[src/rtl/carrier_nco_ddc.sv]
// Carrier NCO + digital down-converter: rotates each valid complex sample by e^{-j*theta}.
// Latency: 3 cycles from in_valid_i to out_valid_o, one sample per cycle.
// Backpressure: none; the block always accepts a sample, and outputs hold their value while out_valid_o is low.
//
// Ports:
//   clk, rst            clock, asynchronous active-high reset
//   freq_word_i/_load_i phase increment and its load strobe
//   phase_clear_i       zero the phase accumulator
//   phase_latch_i       capture the accumulator into phase_snapshot_o
//   in_valid_i, in_i_i, in_q_i     signed input sample
//   out_valid_o, out_i_o, out_q_o  signed rotated sample, OUT_WIDTH bits
//
// Optional build macro CARRIER_NCO_DITHER_EN: adds LFSR phase dither to the
// lookup index only (the accumulator itself is never dithered).

module carrier_nco_ddc #(
  parameter int PHASE_WIDTH    = 32,
  parameter int LUT_ADDR_WIDTH = 6,
  parameter int AMP_MAX        = 12,
  parameter int IN_WIDTH       = 4,
  localparam int AMP_WIDTH     = $clog2(AMP_MAX + 1),
  localparam int OUT_WIDTH     = IN_WIDTH + AMP_WIDTH + 2
) (
  input  logic                        clk,
  input  logic                        rst,
  input  logic [PHASE_WIDTH-1:0]      freq_word_i,
  input  logic                        freq_load_i,
  input  logic                        phase_clear_i,
  input  logic                        phase_latch_i,
  output logic [PHASE_WIDTH-1:0]      phase_snapshot_o,
  input  logic                        in_valid_i,
  input  logic signed [IN_WIDTH-1:0]  in_i_i,
  input  logic signed [IN_WIDTH-1:0]  in_q_i,
  output logic                        out_valid_o,
  output logic signed [OUT_WIDTH-1:0] out_i_o,
  output logic signed [OUT_WIDTH-1:0] out_q_o
);

  localparam int  L      = LUT_ADDR_WIDTH;
  localparam int  QN     = 2 ** (L - 2);
  localparam int  PROD_W = IN_WIDTH + AMP_WIDTH + 1;
  localparam real PI     = 3.14159265358979323846;

  // Quarter-wave table sampled at the centre of each phase bin:
  // q[k] = round(AMP_MAX * sin((2k+1)*pi/2^L)). Sine is evaluated with a
  // Taylor series so the table is fixed at elaboration time.
  function automatic logic [QN*AMP_WIDTH-1:0] build_qtable();
    logic [QN*AMP_WIDTH-1:0] t;
    real x;
    real term;
    real s;
    int  v;
    t = '0;
    for (int k = 0; k < QN; k++) begin
      x    = (2.0 * k + 1.0) * PI / (2.0 ** L);
      s    = 0.0;
      term = x;
      for (int n = 1; n < 12; n++) begin
        s    = s + term;
        term = -term * x * x / ((2.0 * n) * (2.0 * n + 1.0));
      end
      v = $rtoi(AMP_MAX * s + 0.5);
      t[k*AMP_WIDTH +: AMP_WIDTH] = AMP_WIDTH'(v);
    end
    return t;
  endfunction

  localparam logic [QN*AMP_WIDTH-1:0] QTABLE = build_qtable();

  // ---------------------------------------------------------------------------
  // Phase accumulator, frequency register, snapshot
  // ---------------------------------------------------------------------------
  logic [PHASE_WIDTH-1:0] acc;
  logic [PHASE_WIDTH-1:0] freq_reg;

  // Every sample and every snapshot sees the pre-update accumulator; a clear
  // wins over the increment, and a freq load only affects later samples.
  always_ff @(posedge clk or posedge rst) begin
    if (rst) begin
      acc              <= '0;
      freq_reg         <= '0;
      phase_snapshot_o <= '0;
    end else begin
      if (phase_clear_i)
        acc <= '0;
      else if (in_valid_i)
        acc <= acc + freq_reg;
      if (freq_load_i)
        freq_reg <= freq_word_i;
      if (phase_latch_i)
        phase_snapshot_o <= acc;
    end
  end

  // ---------------------------------------------------------------------------
  // Lookup index (optionally dithered)
  // ---------------------------------------------------------------------------
  logic [L-1:0] lut_idx;

`ifdef CARRIER_NCO_DITHER_EN
  localparam int DITHER_W = (PHASE_WIDTH - L < 16) ? (PHASE_WIDTH - L) : 16;

  logic [15:0]         lfsr;
  logic [DITHER_W-1:0] dither;
  logic [DITHER_W-1:0] acc_mid;
  logic                dither_carry;

  // Fibonacci LFSR x^16+x^14+x^13+x^11+1, stepped once per accepted sample.
  always_ff @(posedge clk or posedge rst) begin
    if (rst)
      lfsr <= 16'hACE1;
    else if (in_valid_i)
      lfsr <= {lfsr[14:0], lfsr[15] ^ lfsr[13] ^ lfsr[12] ^ lfsr[10]};
  end

  // The dither lands directly below the lookup field, so its only effect on
  // the index is a carry; a + b overflows exactly when b > ~a.
  assign dither       = lfsr[15 -: DITHER_W];
  assign acc_mid      = acc[PHASE_WIDTH-L-1 -: DITHER_W];
  assign dither_carry = (dither > ~acc_mid);
  assign lut_idx      = acc[PHASE_WIDTH-1 -: L] + L'(dither_carry);
`else
  assign lut_idx = acc[PHASE_WIDTH-1 -: L];
`endif

  // ---------------------------------------------------------------------------
  // Quadrant folding into the quarter-wave table
  // ---------------------------------------------------------------------------
  logic [1:0]              quad;
  logic [L-3:0]            sin_addr;
  logic [L-3:0]            cos_addr;
  logic [AMP_WIDTH-1:0]    sin_mag;
  logic [AMP_WIDTH-1:0]    cos_mag;
  logic signed [AMP_WIDTH:0] sin_val;
  logic signed [AMP_WIDTH:0] cos_val;

  always_comb begin
    quad     = lut_idx[L-1 -: 2];
    // Odd quadrants run the table backwards.
    sin_addr = lut_idx[L-2] ? ~lut_idx[L-3:0] : lut_idx[L-3:0];
    // cos reads the mirrored entry: QN-1-addr == ~addr.
    cos_addr = ~sin_addr;
    sin_mag  = QTABLE[int'(sin_addr)*AMP_WIDTH +: AMP_WIDTH];
    cos_mag  = QTABLE[int'(cos_addr)*AMP_WIDTH +: AMP_WIDTH];
    sin_val  = quad[1]           ? -$signed({1'b0, sin_mag}) : $signed({1'b0, sin_mag});
    cos_val  = (quad[1]^quad[0]) ? -$signed({1'b0, cos_mag}) : $signed({1'b0, cos_mag});
  end

  // ---------------------------------------------------------------------------
  // Three-stage rotation pipeline
  // ---------------------------------------------------------------------------
  logic                      s1_vld;
  logic signed [AMP_WIDTH:0] s1_cos;
  logic signed [AMP_WIDTH:0] s1_sin;
  logic signed [IN_WIDTH-1:0] s1_i;
  logic signed [IN_WIDTH-1:0] s1_q;

  logic                     s2_vld;
  logic signed [PROD_W-1:0] s2_ic;
  logic signed [PROD_W-1:0] s2_qs;
  logic signed [PROD_W-1:0] s2_qc;
  logic signed [PROD_W-1:0] s2_is;

  always_ff @(posedge clk or posedge rst) begin
    if (rst) begin
      s1_vld      <= 1'b0;
      s1_cos      <= '0;
      s1_sin      <= '0;
      s1_i        <= '0;
      s1_q        <= '0;
      s2_vld      <= 1'b0;
      s2_ic       <= '0;
      s2_qs       <= '0;
      s2_qc       <= '0;
      s2_is       <= '0;
      out_valid_o <= 1'b0;
      out_i_o     <= '0;
      out_q_o     <= '0;
    end else begin
      s1_vld      <= in_valid_i;
      s2_vld      <= s1_vld;
      out_valid_o <= s2_vld;

      if (in_valid_i) begin
        s1_cos <= cos_val;
        s1_sin <= sin_val;
        s1_i   <= in_i_i;
        s1_q   <= in_q_i;
      end

      if (s1_vld) begin
        s2_ic <= PROD_W'(s1_i) * PROD_W'(s1_cos);
        s2_qs <= PROD_W'(s1_q) * PROD_W'(s1_sin);
        s2_qc <= PROD_W'(s1_q) * PROD_W'(s1_cos);
        s2_is <= PROD_W'(s1_i) * PROD_W'(s1_sin);
      end

      // Multiplying by e^{-j*theta}; OUT_WIDTH has headroom for the
      // worst-case sum so no saturation is required.
      if (s2_vld) begin
        out_i_o <= OUT_WIDTH'(s2_ic) + OUT_WIDTH'(s2_qs);
        out_q_o <= OUT_WIDTH'(s2_qc) - OUT_WIDTH'(s2_is);
      end
    end
  end

endmodule

[config.mk]
export PLATFORM = sky130hd
export DESIGN_NAME = carrier_nco_ddc
export DESIGN_NICKNAME = d
export VERILOG_FILES = /design/src/rtl/carrier_nco_ddc.sv
export SDC_FILE = /design/constraint.sdc
export NUM_CORES = 1
export LEC_CHECK = 0
export CAP_MARGIN = 20
export CORE_MARGIN = 3
export CORE_UTILIZATION = 52
export CTS_CLUSTER_DIAMETER = 60
export DETAILED_ROUTE_END_ITERATION = 16
export DONT_BUFFER_PORTS = 1
export PLACE_DENSITY = 0.67
export SYNTH_ARGS = -nofsm -noshare
export SYNTH_HDL_FRONTEND = slang
export SYNTH_SLANG_ARGS = --single-unit
[constraint.sdc]
create_clock -name clk -period 11.59 [get_ports clk]
set_input_delay 2.8975 -clock clk [delete_from_list [all_inputs] [get_ports clk]]
set_output_delay 2.8975 -clock clk [all_outputs]
set_load 0.005 [all_outputs]
==> impl_metrics.py, run 1 <==
metrics = {
    "run_status": {
        "status": "complete, no violations",
    },
    "setup_path": {
        "r2r_slack_ns": 7.82,
        "crit_arrival_ns": 4.70,
        "required_ns": 12.07,
        "start_kind": "input pin",
        "r2r-end": "s2_qc[7]",
        "reg2regPathDepth": 12,
        "r2r-start": "s1_q[3]",
        "crit_path_end_kind": "asynchronous set/reset pin",
        "path_class": "in -> async",
        "cp_max_fo": 60,
    },
    "place": {
        "place.gp.congestion": 0.8181,
        "port-buffer-count": 0,
        "place_inst": 1348,
        "placed_cell_area_mm2": 0.01197,
        "dp_hpwl_um": 15960,
        "dpl_worst_slack_ns": 6.733,
    },
    "grt": {
        "antenna_found_initial": 4,
        "grtUsageTotal_pct": 18.94,
        "grt_pass1_vias": 7708,
        "grt_max_degree": 71,
        "grt_pass1_wl_um": 37910,
        "overflow": 0,
    },
    "clock_tree": {
        "ctsRootBufferMaster": "clkbuf_16",
        "cts_buffer_depth": 2,
        "numClockSinks": 173,
        "clk_latency_ns": 0.44,
        "cts_tree": "done",
        "h-tree-depth": 4,
        "post_cts_buffers": 0,
        "clkSlewWorstSetupHoldPaths_ns": 0.07,
        "cts_hold_repair.buffers": 0,
        "numCtsBuffers": 17,
        "cts_resized": 0,
    },
    "timing": {
        "fmax_ghz": 0.2373,
        "fin_skew_ns": 0.01247,
        "relSlewSlack_pct": 37.20,
        "fin_crit_ns": 4.215,
        "maxSlewViolCount": 0,
        "tns_ns": 0,
        "rsz0062_at_grt": "no",
        "fin_ws_ns": 7.375,
        "worstMarginPinSlew_ns": 0.9420,
        "hold_viol": 0,
        "setup_viol": 0,
        "hold_ws_ns": 0.5142,
        "period_share_pct": 36.37,
    },
    "final_layout": {
        "stdcell_count": 1381,
        "fin_nets": 1289,
        "fill_cells": 1901,
        "syn2layout_area_growth_pct": 6.551,
        "multi_input_area_mm2": 0.006917,
        "final_cell_area_mm2": 0.01262,
        "drive_gt1_share_pct": 14.45,
        "register_area_mm2": 0.004329,
    },
    "hold_path": {
        "min_path_cells": 1,
        "min_from": "freq_reg[2]",
        "hold_path.class": "reg -> reg",
        "holdPathEnd": "freq_reg[2]",
    },
    "drt": {
        "drt_iter0_drc": 273,
        "num_vias": 7628,
        "drt-vias-per-instance": 5.524,
        "postRouteAntennaNets": 0,
        "drt_pre_antenna_iters": 4,
        "drt-total-wl_um": 22020,
        "drcViolationCount": 0,
        "wire_per_inst_um": 15.94,
    },
    "logic_synthesis": {
        "synth-edff-count": 0,
        "synthArstFlopShare_pct": 100.0,
        "ys.warnings.count": 0,
        "netlist_area_mm2": 0.01184,
        "yosysSeqAreaShare_pct": 36.56,
        "synth-seq-cells": 173,
        "avgSynthCellArea_um2": 10.60,
        "synth_flop_cell": "dfrtp_1",
        "syn_inst": 1117,
        "synth_fp_nets": 1319,
        "ys_types": 69,
    },
    "die": {
        "ios": 99,
        "dieArea_mm2": 0.02462,
        "start_util_pct": 53.59,
        "die_h_um": 156.9,
        "fp.dieW_um": 156.9,
        "coreArea_mm2": 0.02209,
        "num_rows": 54,
    },
    "pwr": {
        "ir_worst_vdd_mv": 0.1113,
        "p_leak_nw": 6.056,
        "powerDensity_mw_per_mm2": 256.8,
    },
    "job": {
        "cap_violations": 0,
    },
}
-- through the flow --
step / util [%] / power [W]
after floorplan: - / 0.002325
after global placement: 54.16 / 0.002600
after detailed placement: 54.16 / 0.002635
after CTS: 57.09 / 0.003290
after global routing: 57.09 / 0.003591
final: 57.10 / 0.003240
-- power breakdown --
group / internal [W] / switching (W) / total, W
clock network: 0.000360 / 0.000263 / 0.000623
registers: 0.000789 / 0.000170 / 0.000959
logic: 0.000830 / 0.000827 / 0.00166
total: 0.00198 / 0.00126 / 0.00324
-- placed cells by master (no fill, tap or decap), drive strengths merged, types with 2 or more instances in the layout --
cell type / n
a21o: 30
o311ai: 3
clkinv: 6
mux2i: 25
nor2b: 13
o211ai: 4
a311o: 3
mux2: 106
a21oi: 71
xnor2: 61
bufinv: 3
nand2: 52
and3: 4
o21ai: 43
a31oi: 3
fa: 47
nand3: 13
a22oi: 2
o21bai: 12
nand2b: 8
a211oi: 11
ha: 109
buf: 3
xor2: 18
clkbuf: 19
inv: 95
o22ai: 5
nor3: 4
o32ai: 2
nand4: 5
o21a: 7
and2: 42
dfrtp: 173
nand4b: 4
nor2: 74
-- synthesized netlist by cell type, types with 18 or more instances --
master / number / area share [%]
ha_1: 109 / 12
clkbuf_1: 38 / 1.2
nand2_1: 51 / 1.6
mux2_2: 105 / 10
mux2i_1: 25 / 2.1
nor2_1: 74 / 2.3
xor2_1: 18 / 1.3
fa_1: 47 / 7.9
a21oi_1: 69 / 2.9
o21ai_0: 40 / 1.7
inv_1: 90 / 2.9
xnor2_1: 61 / 4.5
and2_1: 42 / 2.2
a21o_1: 27 / 1.7
dfrtp_1: 173 / 37
-- worst max path at each step --
stage               from                  end  slack, ns  cells after the start
floorplan            rst               acc[0]       4.00                      1
global route         rst               acc[6]       7.02                      3
finish               rst               acc[6]       7.38                      3
CTS                  rst               acc[6]       7.20                      3
global placement     rst  phase_snapshot_o[5]       6.76                      3
detailed placement   rst  phase_snapshot_o[6]       6.73                      3
-- layer usage --
metal	part of all wire (%)	routed length (µm)	global-route usage, %	vias to the layer above
met3	4.6	1003	4.647	26
met2	47	10420	31.23	113
li1	-	-	-	3784
met1	47	10300	25.08	3697
met5	0.25	55	0	-
met4	1.1	241	5.169	8
-- area by class of cell --
class	count	area share [%]
antenna	1	0.01984
clock buffer	19	3.590
clock inverter	13	1.547
inverter	91	2.747
multi-input combinational	801	54.83
sequential	173	34.32
tap	280	2.777
timing repair buffer	3	0.1785
-- kinds of logic (layout without fill, tap and decap cells) --
| family | after synthesis | count (layout) | share of synthesized area (%) |
|---|---|---|---|
| AO/OA/AOI/OAI | 209 | 209 | 11.54 |
| XOR/XNOR | 79 | 79 | 5.844 |
| adder cells (fa/ha/maj) | 156 | 156 | 19.47 |
| buffers and inverters | 143 | 126 | 5.019 |
| flip-flops | 173 | 173 | 36.56 |
| multiplexers | 131 | 131 | 12.19 |
| other | 0 | 1 | 0 |
| AND/OR/NAND/NOR | 226 | 226 | 9.373 |
-- worst max-delay path, cell delays in order --
cell and delay [ns]:
clkinv_4 0.33, buf_4 0.70, buf_4 0.70
Note: power is estimated with default switching activity, not from simulation.
==> run 2: changes to the inputs <==
- clock period: 11.59 -> 4.3 ns (I/O delays scaled with it)
==> run 2 against run 1 <==
Non-clock buffer count is the same. Clock skew shrank 0.0019 ns. Largest power group unchanged. Global-route usage shrank 0.13 points. Hold slack lost 0.0014 ns. Sequential share of layout area grew 0.10 points. Utilization shrank 0.17 points. Setup slack lost 6.9 ns. Register-to-register slack lost 7.3 ns. Total power grew to 2.7 times the previous value. Cell area shrank 0.30%. Flip-flop and latch count is the same.
==> impl_metrics.py, run 2 (synthesis gave the netlist of run 1 again) <==
metrics = {
    "run_status": {
        "status": "complete, no violations",
    },
    "pwr": {
        "ir_worst_vdd_mv": 0.3127,
        "p_seq_share_pct": 29.9,
        "p_int_w": 0.005243,
        "powerDensity_mw_per_mm2": 685.3,
        "p_clk_share_pct": 18.2,
        "p_sw_w": 0.003377,
        "switching_share_pct": 39.17,
        "p_leak_nw": 6.023,
        "power_w": 0.008620,
        "pwr-share-comb_pct": 51.9,
    },
    "grt": {
        "grt_pass1_vias": 7675,
        "grtUsageTotal_pct": 18.81,
        "antenna_found_initial": 3,
        "grt_pass1_wl_um": 37740,
        "overflow": 0,
        "grt_max_degree": 71,
    },
    "timing": {
        "fin_skew_ns": 0.01055,
        "period_share_pct": 88.30,
        "maxSlewViolCount": 0,
        "worstMarginPinSlew_ns": 0.9508,
        "setup_viol": 0,
        "relSlewSlack_pct": 36.48,
        "rsz0062_at_grt": "no",
        "fmax_ghz": 0.2634,
        "fin_ws_ns": 0.5031,
        "hold_viol": 0,
        "tns_ns": 0,
        "fin_crit_ns": 3.797,
        "hold_ws_ns": 0.5128,
    },
    "clock_tree": {
        "numCtsBuffers": 17,
        "ctsRootBufferMaster": "clkbuf_16",
        "h-tree-depth": 4,
        "cts_tree": "done",
        "clkSlewWorstSetupHoldPaths_ns": 0.07,
        "post_cts_buffers": 0,
        "cts_resized": 0,
        "clk_latency_ns": 0.43,
        "numClockSinks": 173,
        "cts_buffer_depth": 2,
        "cts_hold_repair.buffers": 0,
    },
    "job": {
        "cap_violations": 0,
    },
    "setup_path": {
        "r2r-start": "s1_q[3]",
        "crit_path_end_kind": "register",
        "r2r_slack_ns": 0.50,
        "cp_max_fo": 13,
        "reg2regPathDepth": 12,
        "path_buf_inv": 1,
        "critPathTopFamily": "adder cells",
        "start_kind": "register",
        "cp_num_cells": 12,
        "r2r-end": "s2_qc[7]",
        "crit_arrival_ns": 4.11,
        "cpMostUsedCell": "fa_1",
        "slowest_stage": "dfrtp_1",
        "required_ns": 4.62,
        "cp-startpoint": "s1_q[3]",
        "max_stage_delay_ns": 0.65,
        "path_class": "reg -> reg",
        "critPathCapture": "s2_qc[7]",
        "worstPathCellList": "nand2b_1 -> fa_1 -> fa_1 -> inv_1 -> fa_1 -> ha_1 -> fa_1 -> a21oi_1 -> nor2_1 -> nor2_1 -> xnor2_1 -> mux2_2",
    },
    "drt": {
        "drcViolationCount": 0,
        "drt-vias-per-instance": 5.469,
        "postRouteAntennaNets": 0,
        "drt_pre_antenna_iters": 4,
        "num_vias": 7553,
        "wire_per_inst_um": 15.92,
        "drt-total-wl_um": 21980,
        "drt_iter0_drc": 348,
    },
    "final_layout": {
        "fin_nets": 1289,
        "mostFrequentLayoutCell": "dfrtp_1",
        "drive_gt1_share_pct": 14.27,
        "mostFrequentLayoutCells": "173 x dfrtp_1, 109 x ha_1, 105 x mux2_2",
        "post-route-util_pct": 56.93,
        "syn2layout_area_growth_pct": 6.235,
    },
    "place": {
        "place.gp.congestion": 0.8383,
        "dpl_worst_slack_ns": 0.5252,
        "dp_hpwl_um": 16050,
        "port-buffer-count": 0,
    },
    "die": {
        "fp.dieW_um": 156.9,
        "ios": 99,
        "start_util_pct": 53.59,
        "die_h_um": 156.9,
        "coreArea_mm2": 0.02209,
        "num_rows": 54,
        "dieArea_mm2": 0.02462,
    },
    "hold_path": {
        "min_path_cells": 1,
        "hold_path.class": "reg -> reg",
    },
}
## run 2: cell types whose count changed in the layout (fill, tap and decap cells not counted), sizes merged
cell,change
clkinvlp,+4
clkinv,-2
inv,-1
bufinv,-1
## run 2: power groups by stage
stage | Combinational, W | Clock (W) | Sequential, W
2_1_floorplan | 0.00386 | 0 | 0.00240
3_3_place_gp | 0.00443 | 0 | 0.00261
3_5_place_dp | 0.00448 | 0 | 0.00262
4_1_cts | 0.00455 | 0.00160 | 0.00259
5_1_grt | 0.00517 | 0.00168 | 0.00266
6_report | 0.00448 | 0.00157 | 0.00258
## run 2: worst min-delay path by stage
stage | from | end
after global placement | freq_reg[30] | freq_reg[30]
final | s2_qs[2] | s2_qs[2]
after floorplan | s2_vld | out_valid_o
after global routing | s2_qs[2] | s2_qs[2]
after detailed placement | freq_reg[30] | freq_reg[30]
after CTS | freq_reg[30] | freq_reg[30]
## run 2: per-layer routing
layer,global-route usage (%),wire length (µm)
met4,4.627,217
met5,0,42
met3,4.784,1042
met1,25.35,10170
met2,30.62,10510
## run 2: through the flow
stage	area, µm²	instances
3_3_place_gp	11990	1348
2_1_floorplan	11840	1117
4_1_cts	12580	1380
3_5_place_dp	11990	1348
5_1_grt	12580	1380
6_report	12580	1381
## run 2: final cells by class
| class | instances | area, µm² |
|---|---|---|
| Fill cell | 1887 | 9515 |
| Multi-Input combinational cell | 801 | 6917 |
| Sequential cell | 173 | 4329 |
| Clock buffer | 19 | 432.9 |
| Tap cell | 280 | 350.3 |
| Inverter | 91 | 345.3 |
| Clock inverter | 13 | 153.9 |
| Timing Repair Buffer | 3 | 47.55 |
| Antenna cell | 1 | 2.502 |
